===== src/rtl/all_led_sequencer_pkg.sv =====
// rtl/all_led_sequencer_pkg.sv - PCA register map constants and fan-out FSM encodings
package all_led_sequencer_pkg;

    localparam logic [7:0] LED_BASE     = 8'h06;
    localparam logic [7:0] ALL_LED_BASE = 8'hFA;
    localparam int         LED_STRIDE   = 4;
    localparam int         LED_COUNT    = 16;

    typedef enum logic {
        IDLE   = 1'b0,
        FANOUT = 1'b1
    } state_t;

    function automatic logic [1:0] lowest_bit(input logic [3:0] mask);
        logic [1:0] idx;
        idx = 2'd0;
        for (int i = 3; i >= 0; i--) begin
            if (mask[i]) idx = 2'(i);
        end
        return idx;
    endfunction

endpackage


===== src/rtl/all_led_sequencer.sv =====
// rtl/all_led_sequencer.sv - register write arbiter fanning ALL_LED writes out to every LEDn byte
module all_led_sequencer
    import all_led_sequencer_pkg::*;
#(
    parameter int         LED_COUNT_P    = LED_COUNT,
    parameter logic [7:0] LED_BASE_P     = LED_BASE,
    parameter logic [7:0] ALL_LED_BASE_P = ALL_LED_BASE
) (
    input  logic       clk_i,
    input  logic       rst_ni,
    input  logic [7:0] host_id_i,
    input  logic [7:0] host_value_i,
    input  logic       host_we_i,
    output logic [7:0] reg_id_o,
    output logic [7:0] reg_value_o,
    output logic       reg_we_o,
    output logic       busy_o
);

    localparam int NW = $clog2(LED_COUNT_P);

    state_t          state;
    logic [3:0]      pending;
    logic [7:0]      value_r [4];
    logic [NW-1:0]   n;
    logic [1:0]      k;

    logic [7:0]      all_diff;
    logic            is_all;
    logic [1:0]      host_k;
    logic [3:0]      pend_set;
    logic [1:0]      next_k;
    logic [3:0]      pend_clr;
    logic [7:0]      led_id;

    always_comb begin
        all_diff = host_id_i - ALL_LED_BASE_P;
        is_all   = host_we_i && (all_diff[7:2] == 6'd0);
        host_k   = all_diff[1:0];
        pend_set = pending | (is_all ? (4'b0001 << host_k) : 4'b0000);
        next_k   = lowest_bit(pend_set);
        pend_clr = pend_set & ~(4'b0001 << next_k);
        led_id   = LED_BASE_P + 8'(LED_STRIDE) * 8'(n) + 8'(k);
    end

    always_ff @(posedge clk_i or negedge rst_ni) begin
        if (!rst_ni) begin
            state       <= IDLE;
            pending     <= 4'd0;
            n           <= '0;
            k           <= 2'd0;
            reg_id_o    <= 8'd0;
            reg_value_o <= 8'd0;
            reg_we_o    <= 1'b0;
            busy_o      <= 1'b0;
            for (int i = 0; i < 4; i++) value_r[i] <= 8'd0;
        end else begin
            reg_we_o <= 1'b0;
            if (host_we_i) begin
                reg_we_o    <= 1'b1;
                reg_id_o    <= host_id_i;
                reg_value_o <= host_value_i;
                if (is_all) value_r[host_k] <= host_value_i;
            end

            case (state)
                IDLE: begin
                    if (pend_set != 4'd0) begin
                        k       <= next_k;
                        n       <= '0;
                        pending <= pend_clr;
                        state   <= FANOUT;
                        busy_o  <= 1'b1;
                    end else begin
                        pending <= pend_set;
                        busy_o  <= 1'b0;
                    end
                end
                FANOUT: begin
                    if (host_we_i) begin
                        // Host owns this slot; the channel index waits for the next free cycle.
                        pending <= pend_set;
                        busy_o  <= 1'b1;
                    end else begin
                        reg_we_o    <= 1'b1;
                        reg_id_o    <= led_id;
                        reg_value_o <= value_r[k];
                        if (n == NW'(LED_COUNT_P - 1)) begin
                            if (pend_set != 4'd0) begin
                                k       <= next_k;
                                n       <= '0;
                                pending <= pend_clr;
                                busy_o  <= 1'b1;
                            end else begin
                                pending <= pend_set;
                                state   <= IDLE;
                                busy_o  <= 1'b0;
                            end
                        end else begin
                            n       <= n + 1'b1;
                            pending <= pend_set;
                            busy_o  <= 1'b1;
                        end
                    end
                end
                default: state <= IDLE;
            endcase
        end
    end

endmodule


===== config.mk =====
export PLATFORM = sky130hd
export DESIGN_NAME = all_led_sequencer
export DESIGN_NICKNAME = d
export VERILOG_FILES = /design/src/rtl/all_led_sequencer_pkg.sv /design/src/rtl/all_led_sequencer.sv
export SDC_FILE = /design/constraint.sdc
export NUM_CORES = 1
export LEC_CHECK = 0
export CORE_MARGIN = 5
export CORE_UTILIZATION = 57
export DETAILED_ROUTE_END_ITERATION = 8
export DONT_BUFFER_PORTS = 1
export MAX_ROUTING_LAYER = met4
export PLACE_DENSITY = 0.81
export RECOVER_POWER = 100
export SLEW_MARGIN = 10
export SYNTH_ARGS = -nofsm -noshare
export SYNTH_HDL_FRONTEND = slang
export SYNTH_SLANG_ARGS = --single-unit

===== constraint.sdc =====
create_clock -name clk_i -period 1.7 [get_ports clk_i]
set_clock_uncertainty 0.15 [all_clocks]
set_input_delay 0.17 -clock clk_i [delete_from_list [all_inputs] [get_ports clk_i]]
set_output_delay 0.17 -clock clk_i [all_outputs]
set_load 0.02 [all_outputs]

==> results.ini, run 1 <==
[outcome]
status = finished with violations
violations = negative hold slack

[route]
ant_nets = 0
wl_per_cell_um = 19.51
vias = 2223
route.detailed.drc = 0
wl_um = 7219
drt-initial-drc-count = 150
vias_per_cell = 6.008
drtPass1Iterations = 4

[setup_path]
crit_type = in -> reg
cp-start-kind = input pin
cp.arrival_ns = 1.81
r2r_end = reg_id_o[5]
r2r_cells = 6
rrSetupSlack_ns = 0.02
cp-end-kind = register
cp_data_required_time_ns = 1.82
reg2reg_from = n[0]
crit_fanout = 6

[synthesis]
ys.flop_type = dfrtp_1
async_flop_share = 1.000
ys_top_cells_by_area = dfrtp_1 50%, mux2_2 9.8%, mux4_2 6.0%
ys_ff_latch = 60
synth.avg_cell_area_um2 = 11.83
synth_top_area_frac = 0.5038
yosysWarnings = 0
synth-edff-count = 0
ys_seq_area_frac = 0.5038
yosys.area.top_type = dfrtp_1
syn-num-nets = 275
synth_cells = 252
syn_area_um2 = 2980
ys_types = 42

[clock_network]
clock_sinks = 60
cts_tree = yes
cts_buffer_depth = 2
htreeDepth = 3
clock_latency_ns = 0.34
clkTransAtPathRegs_ns = 0.07
cts-buffers-inserted = 9
clock-root-buffer = clkbuf_8

[timing]
period_needed_ns = 1.695
hold_violations = 61
drv_slew = 0
fmax_mhz = 590.0
post-route-period-util = 0.9970
relSlewSlack = 0.7189
setup_viol = 0
holdWs_ns = -0.6333
worst_pin_slew_ns = 0.4177

[placed_design]
port_buffers = 0
dp_cells = 333
dp_hpwl_um = 4385
globalplace.congestion = 0.8067

[pwr]
clockPowerShare = 0.284
internal-power_uw = 3009
irDropWorstVdd_mv = 0.7711
powerDensity_nw_per_um2 = 1227
total_leakage_power_uw = 0.001705
seq_power_share = 0.437
pwr-share-comb = 0.279
switching_share = 0.3433
switchingPower_uw = 1574

[global_routing]
grt_overflow = 0
grt_util_all_layers = 0.2247
antenna_found_initial = 0
grt_pass1_wl_um = 10810
grt_pass1_vias = 2159
grt_max_degree = 61

[min_path]
hp-class = in -> async

[cells_and_area]
stdcell_count = 370
diodes = 0
drive_above_1_share = 0.3367
final_nets = 318
area_growth_pct = 25.36
n_fill_cell = 342

[floorplan]
dieArea_um2 = 6775
die_w_um = 82.31
io_pins = 37
die_height_um = 82.31
num_rows = 26
start_util = 0.5835
coreArea_um2 = 5107

[flow_run]
cap_violations = 0

-- worst max-delay path: stages --
cell,delay [ns]
inv_6,0.02
ha_4,0.16
o21bai_4,0.17
a32oi_4,0.27
nor4_4,0.07
or4_4,0.54
nor3_4,0.20
a31o_1,0.20
-- layout make-up --
cell class	count	area, um2	area share
tap	70	87.58	0.02344
timing repair buffer	45	389.1	0.1042
clock buffer	12	155.1	0.04153
multi-input combinational	171	1508	0.4036
clock inverter	4	47.55	0.01273
sequential	60	1501	0.4019
inverter	8	47.55	0.01273
-- logic make-up (layout without fill, tap and decap cells) --
family | Yosys count | in the layout | synth area share
AO/OA/AOI/OAI | 46 | 46 | 0.09992
XOR/XNOR | 3 | 3 | 0.008818
adder cells (fa/ha/maj) | 4 | 4 | 0.01679
buffers and inverters | 21 | 69 | 0.02729
flip-flops | 60 | 60 | 0.5038
multiplexers | 51 | 51 | 0.2183
AND/OR/NAND/NOR | 67 | 67 | 0.1251
-- what timing repair did --
action                                 CTS  global route
resized for setup                        1            12
endpoints found under the hold margin  111            79
hold buffers                            10             8
setup buffers                            0             3
pin swaps                                0             3
setup endpoints to repair                2             8
-- routing by layer --
metal | up-vias | track usage | part of all wire
met5 | - | - | 0
met4 | 0 | 0.09801 | 0.029
met3 | 25 | 0.05965 | 0.055
met2 | 74 | 0.3558 | 0.52
met1 | 1112 | 0.2712 | 0.39
li1 | 1012 | - | -
-- placed cells by master, fill, tap and decap left out, types with 2 or more instances in the layout --
cell and instances:
mux2_1 6, a31o_1 2, or2_2 2, nor4_4 4, inv_1 6, xnor2_1 2, nand3_1 7, a22oi_1 2
a21oi_1 9, clkbuf_8 11, dfrtp_1 60, a31oi_1 3, nand4_1 2, nor2_1 11, o31ai_1 4, buf_4 23
mux2i_1 11, mux4_2 8, clkbuf_2 3, nor2b_1 2, nor3_4 2, nor3_2 3, ha_1 2, o21ai_0 17
mux2_2 26, clkinv_2 2, dlygate4sd3_1 17, nand2_1 23, nor3_1 3
-- state kept, by name, summed over array words and instances, names as in the netlist, named ones only --
| signal | cells |
|---|---|
| state | 1 |
| reg_value_o | 8 |
| n | 4 |
| value_r | 32 |
| pending | 4 |
| reg_id_o | 7 |
| k | 2 |
| reg_we_o | 1 |
-- power by group through the flow --
stage / clock [uW] / sequential (uW) / combinational (uW)
2_1_floorplan: 0 / 1910 / 896
3_3_place_gp: 0 / 2000 / 1100
3_5_place_dp: 0 / 2010 / 1130
4_1_cts: 1310 / 1990 / 1190
5_1_grt: 1390 / 2030 / 1400
6_report: 1300 / 2000 / 1280
-- metrics by stage --
step / utilization / TNS (ns) / cell area, um2 / total power [uW] / setup WS, ns
floorplan: - / -3.532 / 3050 / 2808 / -0.2310
global placement: 0.6394 / -5.844 / 3266 / 3101 / -0.2371
detailed placement: 0.6394 / -6.585 / 3266 / 3141 / -0.2841
CTS: 0.6992 / 0 / 3571 / 4483 / 0.04155
global route: 0.7315 / -0.1123 / 3736 / 4822 / -0.03792
finish: 0.7315 / 0 / 3736 / 4583 / 0.005149
-- worst max-delay path by stage --
stage	cells past startpoint	to	start
detailed placement	9	n[3]	host_id_i[2]
floorplan	8	n[3]	host_id_i[2]
global route	6	reg_id_o[5]	n[0]
CTS	6	n[3]	host_id_i[2]
global placement	9	n[3]	host_id_i[2]
finish	8	n[3]	host_id_i[1]
-- synthesized netlist by cell type (6+ instances only) --
cell and instances:
dfrtp_1 60, mux2_2 26, nand2_1 24, o21ai_0 18, mux2i_1 11, nor2_1 11, clkbuf_1 10, a21oi_1 9
inv_1 8, mux4_2 8, nand3_1 7, mux2_1 6
Note: power is estimated with default switching activity, not from simulation.
==> run 2, diff against run 1 <==
- CORE_ASPECT_RATIO: not set -> 1.4
==> run 2 against run 1 <==
- the run still ends with negative hold slack left
- global-route usage grew 0.50 points
- sequential cell count did not move
- critical path depth shrank 2
- cell count decreased by 3.0%
- critical path type is now reg -> reg
- largest cell class is now registers
- power fell by 0.76%
- routed wire length down 5.0%
- non-clock buffer count fell by 7
==> results.ini, run 2 (same netlist as run 1, synthesis figures left out) <==
[outcome]
status = finished with violations  ; unchanged
violations = negative hold slack  ; unchanged

[floorplan]
dieArea_um2 = 6795  ; was 6775 um2
num_rows = 31  ; was 26
die_w_um = 71.11  ; was 82.31 um
die_height_um = 95.56  ; was 82.31 um
coreArea_um2 = 5120  ; was 5107 um2
io_pins = 37  ; unchanged
start_util = 0.5821  ; was 0.5835

[route]
drt-initial-drc-count = 123  ; was 150
drtPass1Iterations = 4  ; unchanged
ant_nets = 0  ; unchanged
wl_per_cell_um = 19.11  ; was 19.51 um
route.detailed.drc = 0  ; unchanged
wl_um = 6859  ; was 7219 um
vias_per_cell = 6.053  ; was 6.008
vias = 2173  ; was 2223

[placed_design]
dp_hpwl_um = 4436  ; was 4385 um
dp_cells = 325  ; was 333
port_buffers = 0  ; unchanged
globalplace.congestion = 0.8039  ; was 0.8067

[global_routing]
antenna_found_initial = 0  ; unchanged
grt_pass1_vias = 2244  ; was 2159
grt_overflow = 0  ; unchanged
grt_util_all_layers = 0.2296  ; was 0.2247
grt_max_degree = 61  ; unchanged
grt_pass1_wl_um = 11340  ; was 10810 um

[cells_and_area]
final_util = 0.7177  ; was 0.7315
top_register = value_r  ; unchanged
area_growth_pct = 23.30  ; was 25.36%
largest_reg_flops = 32  ; unchanged
diodes = 0  ; unchanged
final_nets = 311  ; was 318
layout_common_cells = 60 x dfrtp_1, 26 x mux2_2, 23 x nand2_1, 17 x dlygate4sd3_1, 16 x o21ai_0  ; was 60 x dfrtp_1, 26 x mux2_2, 23 x nand2_1, 23 x buf_4
stdcell_count = 359  ; was 370
layout_commonest_cell = dfrtp_1  ; unchanged
drive_above_1_share = 0.3072  ; was 0.3367
top_regs = value_r (32), reg_value_o (8), reg_id_o (7)  ; unchanged

[pwr]
total_power_uw = 4548  ; was 4583 uW
powerDensity_nw_per_um2 = 1238  ; was 1227 nW/um2
switchingPower_uw = 1545  ; was 1574 uW
total_leakage_power_uw = 0.001671  ; was 0.001705 uW
irDropWorstVdd_mv = 0.7667  ; was 0.7711 mV
seq_power_share = 0.435  ; was 0.437
switching_share = 0.3396  ; was 0.3433
internal-power_uw = 3003  ; was 3009 uW
clockPowerShare = 0.287  ; was 0.284
pwr-share-comb = 0.278  ; was 0.279

[flow_run]
cap_violations = 0  ; unchanged

[clock_network]
htreeDepth = 3  ; unchanged
cts_setup_buffers = 0  ; unchanged
clock_sinks = 60  ; unchanged
cts_buffer_depth = 2  ; unchanged
cts_tree = yes  ; unchanged
cts-buffers-inserted = 9  ; unchanged
postCtsHoldBufs = 18  ; was 10
clock-root-buffer = clkbuf_8  ; unchanged
clock_latency_ns = 0.34  ; about the same
clkTransAtPathRegs_ns = 0.07  ; about the same

[min_path]
hp-class = in -> async  ; unchanged

[timing]
tns_ns = 0  ; unchanged
post-route-period-util = 0.9695  ; was 0.9970
period_needed_ns = 1.648  ; was 1.695 ns
holdWs_ns = -0.6334  ; was -0.6333 ns
fmax_mhz = 606.7  ; was 590.0 MHz
hold_violations = 60  ; was 61
setup_viol = 0  ; unchanged
relSlewSlack = 0.7371  ; was 0.7189
drv_slew = 0  ; unchanged
worst_pin_slew_ns = 0.3911  ; was 0.4177 ns

[setup_path]
slowest_stage = dfrtp_1  ; was or4_4
critical_path.top_delay_family = compound AO/OA/AOI/OAI gates  ; was simple AND/OR/NAND/NOR gates
cp_data_required_time_ns = 1.75  ; was 1.82 ns
critPathMaxStageDelay_ns = 0.39  ; was 0.54 ns
crit_top_cell = a21oi_1
cp-end-kind = register  ; unchanged
crit_type = reg -> reg  ; was in -> reg
crit_buf_inv = 1  ; unchanged
cp.arrival_ns = 1.70  ; was 1.81 ns
cp-start-kind = register  ; was input pin
cp_cell_sequence = buf_4, ha_1, a21oi_1, nor2_1, a21oi_1, o21ai_0  ; was inv_6, ha_4, o21bai_4, a32oi_4, nor4_4, or4_4, nor3_4, a31o_1
crit_fanout = 6  ; unchanged

[run 2: cell count changes in the layout (fill, tap and decap cells not counted), sizes merged]
cell	before	now
buf	25	18
[run 2: what timing repair did]
action | CTS | global route
endpoints found under the hold margin | 113 | 60
gates cloned | 0 | 0
setup endpoints to repair | 4 | 4
gates resized for setup | 2 | 6
pin swaps | 0 | 1
[run 2: final timing paths]
path,cells past startpoint,to,slack (ns),from
worst max-delay path,6,reg_id_o[6],0.05,n[1]
worst min-delay path,0,n[1],-0.63,rst_ni
worst max register to register,6,reg_id_o[6],0.05,n[1]
worst min register to register,1,value_r[29],0.34,value_r[29]
max in group asynchronous,0,value_r[17],1.93,rst_ni
min in group clk_i,3,reg_id_o[1],0.01,host_id_i[1]
[run 2: worst register-to-register path, delay by kind of cell, from the launching register on]
family	cells	cell delay, ns
buffers and inverters	1	0.16
adder cells (fa/ha/maj)	1	0.17
AND/OR/NAND/NOR	1	0.08
AO/OA/AOI/OAI	3	0.55
flip-flops	1	0.39
[run 2: metal layers]
metal / global-route usage / vias to the layer above / share of wire
met3: 0.05274 / 19 / 0.050
li1: - / 1001 / -
met2: 0.3862 / 67 / 0.53
met1: 0.2629 / 1086 / 0.39
met4: 0.1003 / 0 / 0.028
met5: - / - / 0
[run 2: metrics by stage]
stage / area (um2) / setup WS, ns
final: 3675 / 0.05177
after global routing: 3675 / -0.05909
after CTS: 3669 / 0.02545
after detailed placement: 3268 / -0.4010
after global placement: 3268 / -0.3662
after floorplan: 3050 / -0.2310
[run 2: power by group through the flow]
stage	Sequential, uW	Combinational [uW]	Clock [uW]
6_report	1980	1260	1310
5_1_grt	2010	1380	1390
4_1_cts	1980	1240	1310
3_5_place_dp	2000	1180	0
3_3_place_gp	1990	1150	0
2_1_floorplan	1910	896	0
[run 2: cell type report]
| type | instances | area (um2) |
|---|---|---|
| multi-input combinational | 171 | 1473 |
| inverter | 8 | 47.55 |
| sequential | 60 | 1501 |
| clock buffer | 12 | 155.1 |
| clock inverter | 4 | 47.55 |
| tap | 66 | 82.58 |
| timing repair buffer | 38 | 367.9 |
| fill | 358 | 1445 |
==> run 3, diff against run 2 <==
- ABC_AREA: not set -> 1
- SETUP_SLACK_MARGIN: not set -> 0.2
==> run 3 against run 2 <==
- the flow still finishes with violations (negative hold slack)
- via count increased by 13%
- synthesized cell count is 36% higher
- critical path depth unchanged
- cell area shrank 4.4%
- largest cell class unchanged
- cell count increased by 24%
- die area decreased by 1.3%
- worst setup slack gained 0.086 ns
- sequential power grew 5%
- worst hold slack gained 0.0059 ns
==> results.ini, run 3 <==
[outcome]
status = finished with violations  ; unchanged
violations = negative hold slack  ; unchanged

[setup_path]
crit_type = reg -> reg  ; unchanged
cp_data_required_time_ns = 1.77  ; was 1.75 ns
cp_cell_sequence = ha_1, buf_4, a21oi_1, nor2_2, a32oi_1, nand2_1  ; was buf_4, ha_1, a21oi_1, nor2_1, a21oi_1, o21ai_0
cp.arrival_ns = 1.64  ; was 1.70 ns
cp-end-kind = register  ; unchanged
critPathMaxStageDelay_ns = 0.38  ; was 0.39 ns
slowest_stage = dfrtp_1  ; unchanged
crit_buf_inv = 1  ; unchanged
crit_fanout = 2  ; was 6
cp-start-kind = register  ; unchanged
critical_path.top_delay_family = compound AO/OA/AOI/OAI gates  ; unchanged

[route]
wl_per_cell_um = 16.42  ; was 19.11 um
ant_nets = 0  ; unchanged
route.detailed.drc = 0  ; unchanged
vias = 2452  ; was 2173
wl_um = 7323  ; was 6859 um
vias_per_cell = 5.498  ; was 6.053
drtPass1Iterations = 4  ; unchanged
drt-initial-drc-count = 291  ; was 123

[timing]
drv_slew = 0  ; unchanged
rsz0062_at_grt = true
setup_viol = 0  ; unchanged
hold_violations = 77  ; was 60
relSlewSlack = 0.7134  ; was 0.7371
fmax_mhz = 640.2  ; was 606.7 MHz
period_needed_ns = 1.562  ; was 1.648 ns
holdWs_ns = -0.6275  ; was -0.6334 ns
post-route-period-util = 0.9188  ; was 0.9695
tns_ns = 0  ; unchanged
worst_pin_slew_ns = 0.4295  ; was 0.3911 ns
fin_ws_ns = 0.1380  ; was 0.05177 ns

[clock_network]
clkTransAtPathRegs_ns = 0.07  ; about the same
clock_sinks = 60  ; unchanged
cts_tree = yes  ; unchanged
clock-root-buffer = clkbuf_8  ; unchanged
cts-buffers-inserted = 9  ; unchanged
cts_buffer_depth = 2  ; unchanged
clock_latency_ns = 0.34  ; about the same
htreeDepth = 3  ; unchanged
postCtsHoldBufs = 13  ; was 18

[placed_design]
dp_hpwl_um = 4591  ; was 4436 um
placed_area_um2 = 3123  ; was 3268 um2
port_buffers = 0  ; unchanged
dp_slack_ns = 0.01972  ; was -0.4010 ns
globalplace.congestion = 0.9035  ; was 0.8039

[synthesis]
synth.most_common_cell = nand2_1  ; was dfrtp_1
ys_types = 28  ; was 42
async_flop_share = 1.000  ; unchanged
syn_area_um2 = 2937  ; was 2980 um2
ys_top_cells_by_area = dfrtp_1 51%, nand2_1 11%, o21ai_0 8.7%  ; was dfrtp_1 50%, mux2_2 9.8%, mux4_2 6.0%
yosys.area.top_type = dfrtp_1  ; unchanged
yosysWarnings = 0  ; unchanged
synth.top_cells.by_count = 84 x nand2_1, 60 x dfrtp_1, 51 x o21ai_0  ; was 60 x dfrtp_1, 26 x mux2_2, 24 x nand2_1
synth-edff-count = 0  ; unchanged
ys_ff_latch = 60  ; unchanged
ys.flop_type = dfrtp_1  ; unchanged
ys_seq_area_frac = 0.5113  ; was 0.5038
synth_top_area_frac = 0.5113  ; was 0.5038
synth.avg_cell_area_um2 = 8.586  ; was 11.83 um2
syn-num-nets = 365  ; was 275
synth_cells = 342  ; was 252

[flow_run]
cap_violations = 0  ; unchanged

[floorplan]
die_height_um = 94.93  ; was 95.56 um
coreArea_um2 = 5081  ; was 5120 um2
dieArea_um2 = 6707  ; was 6795 um2
io_pins = 37  ; unchanged
start_util = 0.5779  ; was 0.5821
die_w_um = 70.66  ; was 71.11 um
num_rows = 31  ; unchanged

[cells_and_area]
diodes = 0  ; unchanged
drive_above_1_share = 0.2000  ; was 0.3072
largest_reg_flops = 32  ; unchanged
top_regs = value_r (32), reg_value_o (8), reg_id_o (7)  ; unchanged
layout_commonest_cell = nand2_1  ; was dfrtp_1
final_util = 0.6917  ; was 0.7177
stdcell_area_um2 = 3515  ; was 3675 um2
layout_common_cells = 79 x nand2_1, 60 x dfrtp_1, 50 x o21ai_0, 32 x inv_1, 29 x nor2_1  ; was 60 x dfrtp_1, 26 x mux2_2, 23 x nand2_1, 17 x dlygate4sd3_1, 16 x o21ai_0
top_register = value_r  ; unchanged
final_nets = 398  ; was 311
area_growth_pct = 19.68  ; was 23.30%

[pwr]
irDropWorstVdd_mv = 0.8679  ; was 0.7667 mV
total_leakage_power_uw = 0.001711  ; was 0.001671 uW
powerDensity_nw_per_um2 = 1269  ; was 1238 nW/um2

[global_routing]
grt_pass1_wl_um = 12340  ; was 11340 um
grt_overflow = 0  ; unchanged
antenna_found_initial = 0  ; unchanged
grt_max_degree = 61  ; unchanged
grt_pass1_vias = 2619  ; was 2244
grt_util_all_layers = 0.2491  ; was 0.2296

[min_path]
hp-class = in -> async  ; unchanged

run 3: cell count changes in the layout (fill, tap and decap cells not counted), sizes merged, moves of 11 or more:
| cell | previous run | this run |
|---|---|---|
| o21ai | 19 | 58 |
| nand2 | 24 | 92 |
| nor2 | 11 | 37 |
| inv | 8 | 38 |
| a22oi | 2 | 14 |
| mux2 | 32 | 0 |
| mux2i | 11 | 0 |
run 3: where the power goes:
| group | switching [uW] | internal [uW] | leakage [uW] |
|---|---|---|---|
| logic | 769 | 505 | 0.000866 |
| clock network | 555 | 558 | 0.0000889 |
| registers | 331 | 1740 | 0.000756 |
run 3: logic make-up (layout without fill, tap and decap cells):
kind of cell | Yosys count | after routing | synth area share
XOR/XNOR | 3 | 3 | 0.008949
AND/OR/NAND/NOR | 140 | 140 | 0.2288
buffers and inverters | 50 | 88 | 0.06518
AO/OA/AOI/OAI | 85 | 85 | 0.1687
flip-flops | 60 | 60 | 0.5113
adder cells (fa/ha/maj) | 4 | 4 | 0.01704
run 3: worst paths after layout:
check / from / endpoint / slack [ns] / cells after the start
setup / recovery: n[0] / reg_id_o[6] / 0.14 / 6
hold reg to reg: value_r[22] / value_r[22] / 0.33 / 2
hold / removal: rst_ni / value_r[1] / -0.63 / 0
min in group clk_i: host_id_i[6] / reg_id_o[6] / -0.20 / 2
max in group asynchronous: rst_ni / value_r[6] / 1.93 / 0
setup reg to reg: n[0] / reg_id_o[6] / 0.14 / 6
run 3: layer usage:
layer / track usage / wire length, um
met1: 0.2738 / 2902
met2: 0.4227 / 3930
met3: 0.05325 / 352
met4: 0.1332 / 138
met5: - / 0
run 3: layout make-up:
cell class,count,area [um2]
multi-input combinational,232,1319
clock inverter,5,27.53
clock buffer,11,141.4
timing repair buffer,34,285.3
inverter,38,157.7
sequential,60,1501
fill,398,1567
tap,66,82.58
run 3: timing repair:
action / 4_1_cts / 5_1_grt
buffers inserted: 6 / 0
hold endpoints to repair: 110 / 76
gates resized for setup: 5 / 20
setup endpoints to repair: 7 / 20
pin swaps: 5 / 13
run 3: stage by stage:
stage / cells / total power [uW]
2_1_floorplan: 342 / 2894
3_3_place_gp: 411 / 3167
3_5_place_dp: 411 / 3212
4_1_cts: 446 / 4404
5_1_grt: 446 / 4765
6_report: 446 / 4459
